`config.mk`:
```
export PLATFORM = sky130hd
export DESIGN_NAME = serial_tx
export DESIGN_NICKNAME = d
export VERILOG_FILES = /design/src/rtl/serial_pkg.sv /design/src/rtl/bit_timer.sv /design/src/rtl/serial_tx.sv
export SDC_FILE = /design/constraint.sdc
export NUM_CORES = 1
export LEC_CHECK = 0
export CAP_MARGIN = 20
export CORE_MARGIN = 2
export CORE_UTILIZATION = 51
export CTS_BUF_LIST = sky130_fd_sc_hd__clkbuf_4 sky130_fd_sc_hd__clkbuf_8
export CTS_CLUSTER_SIZE = 12
export DETAILED_ROUTE_END_ITERATION = 8
export HOLD_SLACK_MARGIN = 0.15
export PLACE_DENSITY_LB_ADDON = 0.15
export RECOVER_POWER = 50
export SETUP_SLACK_MARGIN = 0.5
export SLEW_MARGIN = 20
export SYNTH_ARGS = -nofsm -noshare
export SYNTH_HDL_FRONTEND = slang
export SYNTH_SLANG_ARGS = --single-unit
```
`constraint.sdc`:
```
create_clock -name clk_i -period 2 [get_ports clk_i]
set_input_delay 0.2 -clock clk_i [delete_from_list [all_inputs] [get_ports clk_i]]
set_output_delay 0.2 -clock clk_i [all_outputs]
set_load 0.005 [all_outputs]
```
`src/rtl/serial_pkg.sv`:
```
// -----------------------------------------------------------------------------
// serial_pkg
// Definitions shared by the serial transmitter and its future receiver
// counterpart:
//   - the frame FSM state encoding
//   - the line levels of the start, stop and idle bits
//   - the default word width and bit period
// -----------------------------------------------------------------------------
package serial_pkg;

    typedef enum logic [2:0] {
        ST_IDLE   = 3'd0,
        ST_START  = 3'd1,
        ST_DATA   = 3'd2,
        ST_PARITY = 3'd3,
        ST_STOP   = 3'd4
    } ser_state_e;

    localparam logic START_BIT = 1'b0;
    localparam logic STOP_BIT  = 1'b1;
    localparam logic IDLE_BIT  = 1'b1;

    localparam int DEF_DATA_W     = 8;
    localparam int DEF_BIT_CYCLES = 4;

endpackage : serial_pkg

```
`src/rtl/bit_timer.sv`:
```
// -----------------------------------------------------------------------------
// bit_timer
// Per-bit cycle counter. It counts 0..BIT_CYCLES-1 while enabled and wraps to
// 0 after the terminal count. It is held at 0 while cleared.
// Ports:
//   clk_i      system clock
//   rst_l_i    asynchronous active-low reset
//   en_i       count enable (a frame is in progress)
//   clr_i      force the count to 0
//   tc_o       the current count is the terminal count
//   tc_next_o  the count loaded on the next edge is the terminal count.
//              The caller uses it to build registered outputs that line up
//              with the terminal cycle.
// -----------------------------------------------------------------------------
module bit_timer #(
    parameter int BIT_CYCLES = 4
) (
    input  logic clk_i,
    input  logic rst_l_i,
    input  logic en_i,
    input  logic clr_i,
    output logic tc_o,
    output logic tc_next_o
);

    localparam logic [7:0] TC_VAL = 8'(BIT_CYCLES - 1);

    logic [7:0] cnt_q;
    logic [7:0] cnt_d;

    // Next count: clear, wrap at terminal count, or increment
    always_comb begin
        cnt_d = cnt_q;
        if (clr_i) begin
            cnt_d = 8'd0;
        end else if (en_i) begin
            if (cnt_q == TC_VAL) begin
                cnt_d = 8'd0;
            end else begin
                cnt_d = cnt_q + 8'd1;
            end
        end else begin
            cnt_d = cnt_q;
        end
    end

    // Count register
    always_ff @(posedge clk_i or negedge rst_l_i) begin
        if (!rst_l_i) begin
            cnt_q <= 8'd0;
        end else begin
            cnt_q <= cnt_d;
        end
    end

    assign tc_o      = (cnt_q == TC_VAL);
    assign tc_next_o = (cnt_d == TC_VAL);

endmodule : bit_timer

```
`src/rtl/serial_tx.sv`:
```
// -----------------------------------------------------------------------------
// serial_tx
// Asynchronous-style serial transmitter. Each frame is sent in this order:
//   1. a start bit (0)
//   2. DATA_W data bits, LSB first
//   3. an optional even-parity bit
//   4. a stop bit (1)
// Every bit is held for BIT_CYCLES clock cycles.
// Ports:
//   clk_i     system clock
//   rst_l_i   asynchronous active-low reset; aborts any frame at once
//   din_i     parallel word, captured only on an accepted load
//   load_i    transmit request, accepted when ready_o is high
//   ready_o   high while idle (registered)
//   txd_o     serial line, idles high (registered)
//   txd_l_o   complement of txd_o
//   done_o    one-cycle pulse in the last cycle of the stop bit (registered)
// -----------------------------------------------------------------------------
module serial_tx
    import serial_pkg::*;
#(
    parameter int DATA_W     = DEF_DATA_W,
    parameter int BIT_CYCLES = DEF_BIT_CYCLES,
    parameter int PARITY_EN  = 0
) (
    input  logic              clk_i,
    input  logic              rst_l_i,
    input  logic [DATA_W-1:0] din_i,
    input  logic              load_i,
    output logic              ready_o,
    output logic              txd_o,
    output logic              txd_l_o,
    output logic              done_o
);

    localparam int IDX_W = (DATA_W > 1) ? $clog2(DATA_W) : 1;
    localparam logic [IDX_W-1:0] LAST_IDX = IDX_W'(DATA_W - 1);

    // Even parity: the parity bit makes the total count of ones even
    function automatic logic even_parity(input logic [DATA_W-1:0] data);
        return ^data;
    endfunction

    ser_state_e        state_q, state_d;
    logic [DATA_W-1:0] shift_q, shift_d;
    logic [IDX_W-1:0]  idx_q, idx_d;
    logic              par_q, par_d;
    logic              txd_q, txd_d;
    logic              ready_q, ready_d;
    logic              done_q, done_d;
    logic              tc_s;
    logic              tc_next_s;
    logic              accept_s;

    bit_timer #(
        .BIT_CYCLES(BIT_CYCLES)
    ) u_bit_timer (
        .clk_i    (clk_i),
        .rst_l_i  (rst_l_i),
        .en_i     (state_q != ST_IDLE),
        .clr_i    (state_q == ST_IDLE),
        .tc_o     (tc_s),
        .tc_next_o(tc_next_s)
    );

    assign accept_s = (state_q == ST_IDLE) && load_i;

    // Next-state, shift register and bit index sequencing
    always_comb begin
        state_d = state_q;
        shift_d = shift_q;
        idx_d   = idx_q;
        par_d   = par_q;
        case (state_q)
            ST_IDLE: begin
                if (accept_s) begin
                    state_d = ST_START;
                    shift_d = din_i;
                    par_d   = even_parity(din_i);
                    idx_d   = {IDX_W{1'b0}};
                end else begin
                    state_d = ST_IDLE;
                end
            end
            ST_START: begin
                if (tc_s) begin
                    state_d = ST_DATA;
                    idx_d   = {IDX_W{1'b0}};
                end else begin
                    state_d = ST_START;
                end
            end
            ST_DATA: begin
                if (tc_s) begin
                    if (idx_q == LAST_IDX) begin
                        state_d = (PARITY_EN != 0) ? ST_PARITY : ST_STOP;
                    end else begin
                        // Data goes out of bit 0, so shift the next bit into place
                        idx_d   = idx_q + IDX_W'(1);
                        shift_d = shift_q >> 1;
                    end
                end else begin
                    state_d = ST_DATA;
                end
            end
            ST_PARITY: begin
                if (tc_s) begin
                    state_d = ST_STOP;
                end else begin
                    state_d = ST_PARITY;
                end
            end
            ST_STOP: begin
                if (tc_s) begin
                    state_d = ST_IDLE;
                end else begin
                    state_d = ST_STOP;
                end
            end
            default: begin
                state_d = ST_IDLE;
            end
        endcase
    end

    // Output values for the next cycle, derived from next-state values so the
    // registered outputs line up with the state they belong to
    always_comb begin
        txd_d = IDLE_BIT;
        case (state_d)
            ST_IDLE:   txd_d = IDLE_BIT;
            ST_START:  txd_d = START_BIT;
            ST_DATA:   txd_d = shift_d[0];
            ST_PARITY: txd_d = par_d;
            ST_STOP:   txd_d = STOP_BIT;
            default:   txd_d = IDLE_BIT;
        endcase
        ready_d = (state_d == ST_IDLE);
        done_d  = (state_d == ST_STOP) && tc_next_s;
    end

    // State, datapath and output registers
    always_ff @(posedge clk_i or negedge rst_l_i) begin
        if (!rst_l_i) begin
            state_q <= ST_IDLE;
            shift_q <= {DATA_W{1'b0}};
            idx_q   <= {IDX_W{1'b0}};
            par_q   <= 1'b0;
            txd_q   <= IDLE_BIT;
            ready_q <= 1'b1;
            done_q  <= 1'b0;
        end else begin
            state_q <= state_d;
            shift_q <= shift_d;
            idx_q   <= idx_d;
            par_q   <= par_d;
            txd_q   <= txd_d;
            ready_q <= ready_d;
            done_q  <= done_d;
        end
    end

    assign txd_o   = txd_q;
    assign txd_l_o = ~txd_q;
    assign ready_o = ready_q;
    assign done_o  = done_q;

endmodule : serial_tx
```
### Word-level counts from Yosys, hierarchy flattened

Index checks and enable logic that the tools add are counted.

| operators by class | value |
|---|---|
| add/sub/neg operators | 2 |
| equal/unequal tests | 15 |
| muxes and demuxes | 22 |
| bitwise logic cells | 1 |
| reductions and logical operators | 10 |

Operators by type and width:

| cell | number |
|---|---|
| two-way mux 8 bit | 6 |
| two-way mux 3 bit | 8 |
| == test 8 x 2 -> 1 bit, second input constant | 2 |
| case mux 8 bit (2 select lines) | 1 |
| case mux 3 bit (5 select lines) | 1 |
| == test 3 x 2 -> 1 bit, second input constant | 4 |
| == test 3 bit, second input constant | 3 |
| case mux 3 bit (3 select lines) | 1 |
| adder 8 x 1 -> 8 bit, second input constant | 1 |
| inequality test 2 bit, second input constant | 4 |
| parity 8 bit | 1 |
| == test 3 x 1 -> 1 bit, second input constant | 2 |
| zero test 3 bit | 2 |
| nonzero test 3 bit | 2 |
| AND reduction 5 bit | 1 |
| AND reduction 4 bit | 1 |
| adder 3 x 1 -> 3 bit, second input constant | 1 |
| two-way mux 1 bit | 3 |
| case mux 1 bit (3 select lines) | 1 |
| logical AND 1 bit | 2 |
| two-way mux 2 bit | 1 |
| nonzero test 2 bit | 1 |
| inverter 1 bit | 1 |

| word-level totals | value |
|---|---|
| register bits after elaboration | 26 |
| bits of input ports | 11 |
| output and inout port bits | 4 |
| logic and storage cells | 59 |

### Depth between registers and ports, before layout

Gate-level depths: netlist of the first run.

| logic depth | value |
|---|---|
| word-level depth | 6 |
| depth in mapped cells | 7 |

### Modules after synthesis

From an unflattened synthesis of the first run, not the netlist that was laid out.

| unflattened totals | value |
|---|---|
| cell total of the unflattened synthesis | 139 |
| area, all modules | 1,423.9 µm² |

Modules (own cells, without submodules):

| module | times used | cells an instance | area each (µm²) | seq. area each (µm²) |
|---|---|---|---|---|
| serial_tx | 1 | 88 | 918.4 | 452.9 |
| bit_timer | 1 | 51 | 505.5 | 200.2 |

### Least setup slack after synthesis of the first run

No wires, ideal clock.

| timing path | value |
|---|---|
| kind | register to register |
| start point | reg idx_q[0] |
| end point | reg txd_q (netlist: txd_o) |
| arrival | 2.008 ns |
| required time | 1.917 ns |
| path slack | -0.091 ns |
| cell stages (with the launch flop) | 8 |
| cell sequence | dfrtp_1 ha_1 ha_1 or4b_1 o311a_2 a221o_2 nor2_1 o22ai_1 |

RTL lines:

| element | RTL line | RTL |
|---|---|---|
| from (decl) | serial_tx.sv:46 | `logic [IDX_W-1:0] idx_q, idx_d;` |
| from (signal assigned) | serial_tx.sv:147 | `idx_q <= {IDX_W{1'b0}};` |
| from (signal assigned) | serial_tx.sv:155 | `idx_q <= idx_d;` |
| == test 3 bit | serial_tx.sv:95 | `if (idx_q == LAST_IDX) begin` |
| two-way mux 8 bit | serial_tx.sv:95 |  |
| two-way mux 8 bit | serial_tx.sv:94 | `if (tc_s) begin` |
| case mux 8 bit (2 select lines) | serial_tx.sv:74 | `case (state_q)` |
| net shift_d[0] | serial_tx.sv:45 | `logic [DATA_W-1:0] shift_q, shift_d;` |
| case mux 1 bit (3 select lines) | serial_tx.sv:130 | `case (state_d)` |
| net txd_d | serial_tx.sv:48 | `logic txd_q, txd_d;` |
| to (signal assigned) | serial_tx.sv:157 | `txd_q <= txd_d;` |
| to (decl) | serial_tx.sv:48 |  |

The timed path passes the listed nets, and every way through them passes these cells. The select of a mux whose other input is x is not followed.
A chain may end at the register's enable or synchronous reset.

### Worst setup path in the final report of the first run

| timing path | value |
|---|---|
| start point | reg idx_q[1] |
| end point | reg txd_q (netlist: txd_o) |

The elaborated chain is that of the path after synthesis.

==> flow_summary.yaml, run 1 <==
finish:
  regArea_sq_um: 653
  drive_gt1_share_pct: 39.5
  fin_nets: 188
  n_antenna_cell: 0
  area_growth_pct: 48.8
  post-route-util_pct: 78.8
  nFillCells: 148
  multiInputGateArea_sq_um: 781
  fin_cells: 202
drt:
  drt-initial-drc-count: 30
  vias_per_cell: 5.54
  routed_wl_microns: 3110
  antenna_left: 0
  avgRoutedWirePerCell_microns: 15.4
  drt_pass1_iterations: 5
  route.detailed.drc: 0
  vias: 1119
logic_synthesis:
  yosysTopAreaCellShare_pct: 46.2
  ys_seq_elements: 26
  yosysMostFrequentCell: "dfrtp_1"
  async_reset_ff_share_pct: 100
  synth_area_sq_um: 1300
  syn_inst: 128
  ys_top_cells_by_count: "24 x dfrtp_1, 16 x nand2_1, 14 x nor2_1, 8 x xnor2_1"
  synth_cell_types: 39
  synthFlopType: "dfrtp_1"
  avgSynthCellArea_sq_um: 10.2
  synth_nets: 142
  synth_edf_count: 0
  ys.warnings.count: 0
  ys_seq_area_share_pct: 50.2
  yosysTopAreaCell: "dfrtp_1"
  synthTopCellsByArea: "dfrtp_1 46%, xnor2_1 5.4%, nand2_1 4.6%"
clock_network:
  htree_levels: 1
  clock_sink_count: 26
  clockBufferDepth: 2
  cts_tree: "done"
  postCtsHoldBufs: 0
  insertion_delay_ps: 310
  clockRootBuffer: "clkbuf_4"
  path_clk_slew_ps: 130
  numCtsBuffers: 3
power_and_ir_drop:
  peakVddDrop_mv: 0.976
  p_per_area_nw_per_um2: 1220
  leakage_nw: 0.873
placement:
  dp.cells: 187
  gp_congestion: 0.838
  dp_slack_ps: -121
  port_buffers: 14
  dp_hpwl_microns: 2050
sta:
  grt_setup_unrepaired: "yes"
  period_share_pct: 105
  slew_violations: 0
  fin_ws_ps: -99.2
  fmax_mhz: 476
  period_minus_slack_ps: 2100
  whs_ps: 481
  setup_viol: 11
  hold_viol: 0
  slew_headroom_pct: 8.93
  skew_ps: 2.52
  worstMarginPinSlew_ps: 1370
  fin_setup_tns_ps: -387
outcome:
  status: "complete, but fails checks"
  failed_checks: "negative setup slack"
worst_setup_path:
  crit_fanout: 2
  rrSetupSlack_ps: -100
  cp.required_ps: 2240
  critPathLaunchType: "flop"
  cp_slowest_cell: "or4b_4"
  cpPeakStageDelay_ps: 490
  reg2regPathDepth: 7
  r2r-end: "txd_o"
  endpoint_kind: "flop"
  path_cells: "ha_2 -> ha_4 -> or4b_4 -> o311a_4 -> a221o_2 -> nor2_2 -> o22ai_1"
  path_class: "reg -> reg"
  timing.rr.start: "idx_q[1]"
  arrival_ps: 2340
global_routing:
  antenna_found_initial: 0
  use_met3_pct: 3.01
  globalRouteMet2Util_pct: 40.8
  grt_pass1_wl_microns: 4930
  busiest_layer: "met2"
  use_met1_pct: 29.3
  grt_max_degree: 27
  first_global_vias: 1100
  grt.overflow.total: 0
  track_usage_pct: 23.1
die:
  core_sq_um: 2450
  core.rowCount: 18
  dieArea_sq_um: 2970
  pin_count: 15
  die_w_microns: 54.5
  initial_core_util_pct: 53.0
  die_h_microns: 54.5
hold_path:
  hold_end: "shift_q[7]"
  hold_path.class: "in -> reg"
  hold_start: "din_i[7]"
  hold_depth: 3
job:
  drv_cap: 0
==> worst max-delay path by stage <==
| stage | start | endpoint | slack [ps] | depth (start not counted) |
|---|---|---|---|---|
| after floorplan | idx_q[1] | txd_o | -50 | 7 |
| after global placement | idx_q[1] | txd_o | -80 | 7 |
| after detailed placement | idx_q[1] | txd_o | -120 | 7 |
| after CTS | idx_q[0] | txd_o | -90 | 7 |
| after global routing | idx_q[1] | txd_o | -160 | 7 |
| final | idx_q[1] | txd_o | -100 | 7 |
==> critical path: cells and delay by family (launching register included) <==
family | cells | cell delay (ps)
flip-flops | 1 | 410
AO/OA/AOI/OAI | 3 | 700
adder cells (fa/ha/maj) | 2 | 350
AND/OR/NAND/NOR | 2 | 570
==> per-layer routing <==
metal	up-vias	wire length, microns
met4	0	20
met2	26	1620
met1	547	1390
li1	544	-
met5	-	0
met3	2	80
==> repair_timing <==
| action | in CTS | in global routing |
|---|---|---|
| setup endpoints to repair | 28 | 26 |
| buffers inserted | 6 | 6 |
| pin swaps | 5 | 13 |
| gates resized for setup | 27 | 12 |
==> logic make-up (layout without fill, tap and decap cells) <==
kind of cell	Yosys count	after routing	synth area share, %
muxes	1	1	0.865
adders and majority gates	3	3	2.88
DFF	26	26	50.2
AOI/OAI and AO/OA	22	22	13.3
xor gates and xnor gates	13	13	8.75
buffers and inverters	10	54	3.65
and+or+nand+nor	53	53	20.4
==> state kept, by name, indices dropped and copies added, names as in the netlist <==
name and count:
done_o 1, idx_q 3, par_q 1, ready_o 1
shift_q 8, state_q 3, txd_o 1, u_bit_timer.cnt_q 8
==> final cells by class <==
| class | count | share of cell area, % |
|---|---|---|
| Sequential cell | 26 | 33.7 |
| Multi-Input combinational cell | 92 | 40.3 |
| Timing Repair Buffer | 47 | 22.0 |
| Clock buffer | 3 | 1.16 |
| Inverter | 4 | 0.776 |
| Tap cell | 30 | 1.94 |
==> where the power goes <==
part | switching, W | internal [W] | total, W
clock | 0.000143 | 0.0000704 | 0.000213
combinational | 0.000685 | 0.000659 | 0.00134
sequential | 0.0000982 | 0.000704 | 0.000802
==> placed cells by master (no fill, tap or decap), types with 5 or more instances in the layout <==
cell type and n:
dfrtp_1 24, buf_4 22, nand2_1 16, clkdlybuf4s50_1 10
buf_6 9, xnor2_1 8, nor2_1 6, a22oi_1 6
nor2_4 5, nand3_1 5, xor2_1 5
==> metrics by stage <==
stage | total power [W] | area [sq um]
after floorplan | 0.00141 | 1360
after global placement | 0.00174 | 1660
after detailed placement | 0.00179 | 1660
after CTS | 0.00219 | 1830
after global routing | 0.00252 | 1940
final | 0.00236 | 1940
Note: power is estimated with default switching activity, not from simulation.
==> run 2, diff against run 1 <==
- CORE_UTILIZATION: 51 -> 55
- TNS_END_PERCENT: unset -> 20
- clock period: 2 -> 2.55 ns (I/O delays scaled with it)
==> flow_summary.yaml, run 2 (same netlist as run 1, synthesis figures left out) <==
outcome:
  status: "completed"
clock_network:
  htree_levels: 1
  cts_tree: "done"
  clockRootBuffer: "clkbuf_4"
  clockBufferDepth: 2
  numCtsBuffers: 3
  clock_sink_count: 26
  insertion_delay_ps: 310
  postCtsHoldBufs: 0
  path_clk_slew_ps: 130
worst_setup_path:
  endpoint_kind: "flop"
  critPathLaunchType: "flop"
  crit_fanout: 3
  path_class: "reg -> reg"
  arrival_ps: 2410
  reg2regPathDepth: 7
  cp.required_ps: 2810
sta:
  grt_setup_unrepaired: "yes"
  whs_ps: 491
  fmax_mhz: 463
  hold_viol: 0
  worstMarginPinSlew_ps: 1360
  slew_violations: 0
  fin_setup_tns_ps: 0
  slew_headroom_pct: 9.00
  period_share_pct: 84.6
  setup_viol: 0
  skew_ps: 4.06
  period_minus_slack_ps: 2160
global_routing:
  first_global_vias: 1056
  grt.overflow.total: 0
  grt_pass1_wl_microns: 4450
  grt_max_degree: 27
  track_usage_pct: 22.2
  antenna_found_initial: 0
drt:
  route.detailed.drc: 0
  antenna_left: 0
  drt_pass1_iterations: 4
  drt-initial-drc-count: 17
  vias_per_cell: 5.72
  routed_wl_microns: 2630
  avgRoutedWirePerCell_microns: 14.8
  vias: 1012
finish:
  nFillCells: 177
  n_antenna_cell: 0
  mostFrequentLayoutCells: "24 x dfrtp_1, 16 x nand2_1, 13 x nor2_1"
  reg_top3: "shift_q (8), u_bit_timer.cnt_q (8)"
  fin_nets: 164
  multiInputGateArea_sq_um: 671
  area_growth_pct: 23.7
  final_common_cell: "dfrtp_1"
  regArea_sq_um: 653
  drive_gt1_share_pct: 22.8
power_and_ir_drop:
  leakage_nw: 0.722
  peakVddDrop_mv: 0.685
  p_per_area_nw_per_um2: 961
hold_path:
  hold_path.class: "reg -> reg"
  hold_depth: 2
placement:
  dp_hpwl_microns: 1850
  port_buffers: 14
  gp_congestion: 0.782
die:
  die_w_microns: 52.6
  dieArea_sq_um: 2770
  initial_core_util_pct: 58.3
  die_h_microns: 52.6
  pin_count: 15
  core_sq_um: 2230
  core.rowCount: 17
job:
  drv_cap: 0
run 2: cell type report:
| class | instances | share of cell area (%) |
|---|---|---|
| Sequential cell | 26 | 40.6 |
| Tap cell | 28 | 2.18 |
| Inverter | 4 | 0.932 |
| Timing Repair Buffer | 23 | 12.4 |
| Clock buffer | 4 | 2.25 |
| Multi-Input combinational cell | 92 | 41.6 |
run 2: per-layer routing:
metal / part of all wire [%] / track usage (%) / vias to the layer above
li1: - / - / 493
met1: 44 / 26.0 / 493
met2: 50 / 40.0 / 18
met3: 3.3 / 6.00 / 8
met4: 2.2 / 5.13 / 0
met5: 0 / 0 / -
run 2: path summary, 6_finish.rpt:
| check | start | end | slack (ps) |
|---|---|---|---|
| min in group asynchronous | rst_l_i | idx_q[2] | 750 |
| max in group asynchronous | rst_l_i | shift_q[5] | 1000 |
| hold reg to reg | shift_q[3] | shift_q[3] | 490 |
| hold / removal | shift_q[3] | shift_q[3] | 490 |
| setup reg to reg | idx_q[1] | txd_o | 390 |
| setup / recovery | idx_q[1] | txd_o | 390 |
run 2: repair_timing:
action / in CTS / in global routing
endpoints found under the setup margin: 15 / 13
pin swaps: 3 / 0
gates resized for setup: 2 / 5
setup buffers: 4 / 1
run 2: worst max-delay path, cell delays in order, from the launching register on:
cell	delay, ps
dfrtp_1	410
ha_2	190
ha_4	160
or4b_4	510
o311a_4	310
a221o_2	330
nor2_2	110
o22ai_2	70
run 2: report_power, final:
part	switching, W	internal, W	leakage [nW]
Combinational	0.000356	0.000319	0.368
Clock	0.000113	0.0000873	0.0210
Sequential	0.000121	0.000551	0.333
Total	0.000590	0.000958	0.722
run 2: through the flow:
stage	instances	utilization, %	area (sq um)	worst slack (ps)	total power [W]
after floorplan	128	-	1330	495	0.00108
after global placement	168	67.7	1510	421	0.00124
after detailed placement	168	67.7	1510	317	0.00126
after CTS	176	71.0	1590	462	0.00150
after global routing	177	72.1	1610	333	0.00167
final	177	72.1	1610	392	0.00155
==> run 3, diff against run 2 <==
- clock period: 2.55 -> 2.2 ns (I/O delays scaled with it)
==> flow_summary.yaml, run 3 (same netlist as run 1, synthesis figures left out) <==
power_and_ir_drop:
  p_per_area_nw_per_um2: 1110
  peakVddDrop_mv: 0.747
  leakage_nw: 0.759
  finalPower_w: 0.00183
clock_network:
  clockRootBuffer: "clkbuf_4"
  cts_tree: "done"
  htree_levels: 1
  clock_sink_count: 26
  numCtsBuffers: 3
  insertion_delay_ps: 320
  path_clk_slew_ps: 130
  clockBufferDepth: 2
die:
  dieArea_sq_um: 2770
  die_w_microns: 52.6
  pin_count: 15
  core.rowCount: 17
  core_sq_um: 2230
  die_h_microns: 52.6
  initial_core_util_pct: 58.3
finish:
  fin_cells: 184
  final_common_cell: "dfrtp_1"
  area_growth_pct: 26.5
  reg_top3: "shift_q (8), u_bit_timer.cnt_q (8)"
  n_antenna_cell: 0
  drive_gt1_share_pct: 25.6
  fin_nets: 171
  mostFrequentLayoutCells: "24 x dfrtp_1, 16 x nand2_1, 15 x buf_4"
worst_setup_path:
  r2r-end: "txd_o"
  path_class: "reg -> reg"
  path_depth: 7
  path_cells: "ha_2 -> ha_4 -> or4b_4 -> o311a_4 -> a221o_2 -> nor2_2 -> o22ai_1"
  cp_slowest_cell: "or4b_4"
  arrival_ps: 2360
  endpoint_kind: "flop"
  critPathLaunchType: "flop"
  reg2regPathDepth: 7
  cp.required_ps: 2460
  rrSetupSlack_ps: 100
  cp_num_buf_inv: 0
  cpPeakStageDelay_ps: 490
  crit_fanout: 3
  timing.rr.start: "idx_q[1]"
  cpLargestDelayFamily: "compound AO/OA/AOI/OAI gates"
global_routing:
  grt.overflow.total: 0
  antenna_found_initial: 0
  grt_max_degree: 27
  track_usage_pct: 21.1
  grt_pass1_wl_microns: 4220
  first_global_vias: 981
drt:
  antenna_left: 0
  avgRoutedWirePerCell_microns: 13.5
  drt-initial-drc-count: 20
  route.detailed.drc: 0
  drt_pass1_iterations: 4
  vias: 1016
  routed_wl_microns: 2490
  vias_per_cell: 5.52
sta:
  hold_viol: 0
  worstMarginPinSlew_ps: 1290
  fmax_mhz: 475
  period_share_pct: 95.7
  grt_setup_unrepaired: "yes"
  fin_setup_tns_ps: 0
  period_minus_slack_ps: 2100
  slew_headroom_pct: 13.9
  setup_viol: 0
  slew_violations: 0
  skew_ps: 5.75
placement:
  gp_congestion: 0.816
  dp_hpwl_microns: 1740
  dp.cells: 174
  port_buffers: 14
hold_path:
  hold_start: "din_i[7]"
  hold_depth: 3
  hold_path.class: "in -> reg"
  hold_end: "shift_q[7]"
outcome:
  status: "completed"
job:
  drv_cap: 0
## run 3: changes by cell type in the layout (fill, tap and decap cells not counted)
cell | previous run | this run
clkbuf_1 | 2 | 1
nor3_1 | 5 | 4
a31oi_1 | 0 | 1
buf_4 | 7 | 15
nor3_4 | 1 | 0
nor3_2 | 0 | 2
o22ai_1 | 0 | 1
nor4b_2 | 1 | 0
nor4b_1 | 0 | 1
o22ai_2 | 1 | 0
a31oi_2 | 1 | 0
## run 3: per-layer routing
| layer | global-route usage [%] | vias to the layer above | wire, microns |
|---|---|---|---|
| met2 | 35.2 | 20 | 1200 |
| met5 | 0 | - | 0 |
| met3 | 2.57 | 4 | 67 |
| met1 | 27.1 | 487 | 1170 |
| met4 | 10.3 | 0 | 48 |
| li1 | - | 505 | - |
## run 3: how the worst max path moves through the flow
stage / from / end / slack (ps)
after global routing: idx_q[1] / txd_o / 30
after detailed placement: idx_q[1] / txd_o / 80
after global placement: idx_q[1] / txd_o / 110
after CTS: idx_q[0] / txd_o / 100
after floorplan: idx_q[1] / txd_o / 150
final: idx_q[1] / txd_o / 100
## run 3: power breakdown
part	internal (W)	switching, W
logic	0.000418	0.000442
clock network	0.000101	0.000136
registers	0.000639	0.0000938
total	0.00116	0.000672
## run 3: what timing repair did
action | 4_1_cts | 5_1_grt
pin swaps | 3 | 1
setup endpoints to repair | 25 | 25
gates resized for setup | 1 | 3
setup buffers | 3 | 3
hold buffers | 0 | 0
endpoints found under the hold margin | 0 | 0
gates cloned | 0 | 0
## run 3: metrics by stage
stage	util, %	worst slack [ps]	area (sq um)	hold slack, ps
5_1_grt	73.7	27.3	1650	524
4_1_cts	72.8	102	1630	256
6_report	73.7	95.2	1650	495
3_5_place_dp	69.9	79.6	1560	466
2_1_floorplan	-	145	1340	-75.6
3_3_place_gp	69.9	108	1560	459
## run 3: worst reg2reg max path, delay by kind of cell, from the launching register on
family | cells | cell delay, ps
adder cells (fa/ha/maj) | 2 | 360
AND/OR/NAND/NOR | 2 | 580
flip-flops | 1 | 410
AO/OA/AOI/OAI | 3 | 700
## run 3: area by class of cell
cell class,instances,area [sq um]
Inverter,4,15.0
Clock buffer,4,36.3
Tap cell,28,35.0
Fill cell,155,587
Multi-Input combinational cell,92,651
Sequential cell,26,653
Timing Repair Buffer,30,256
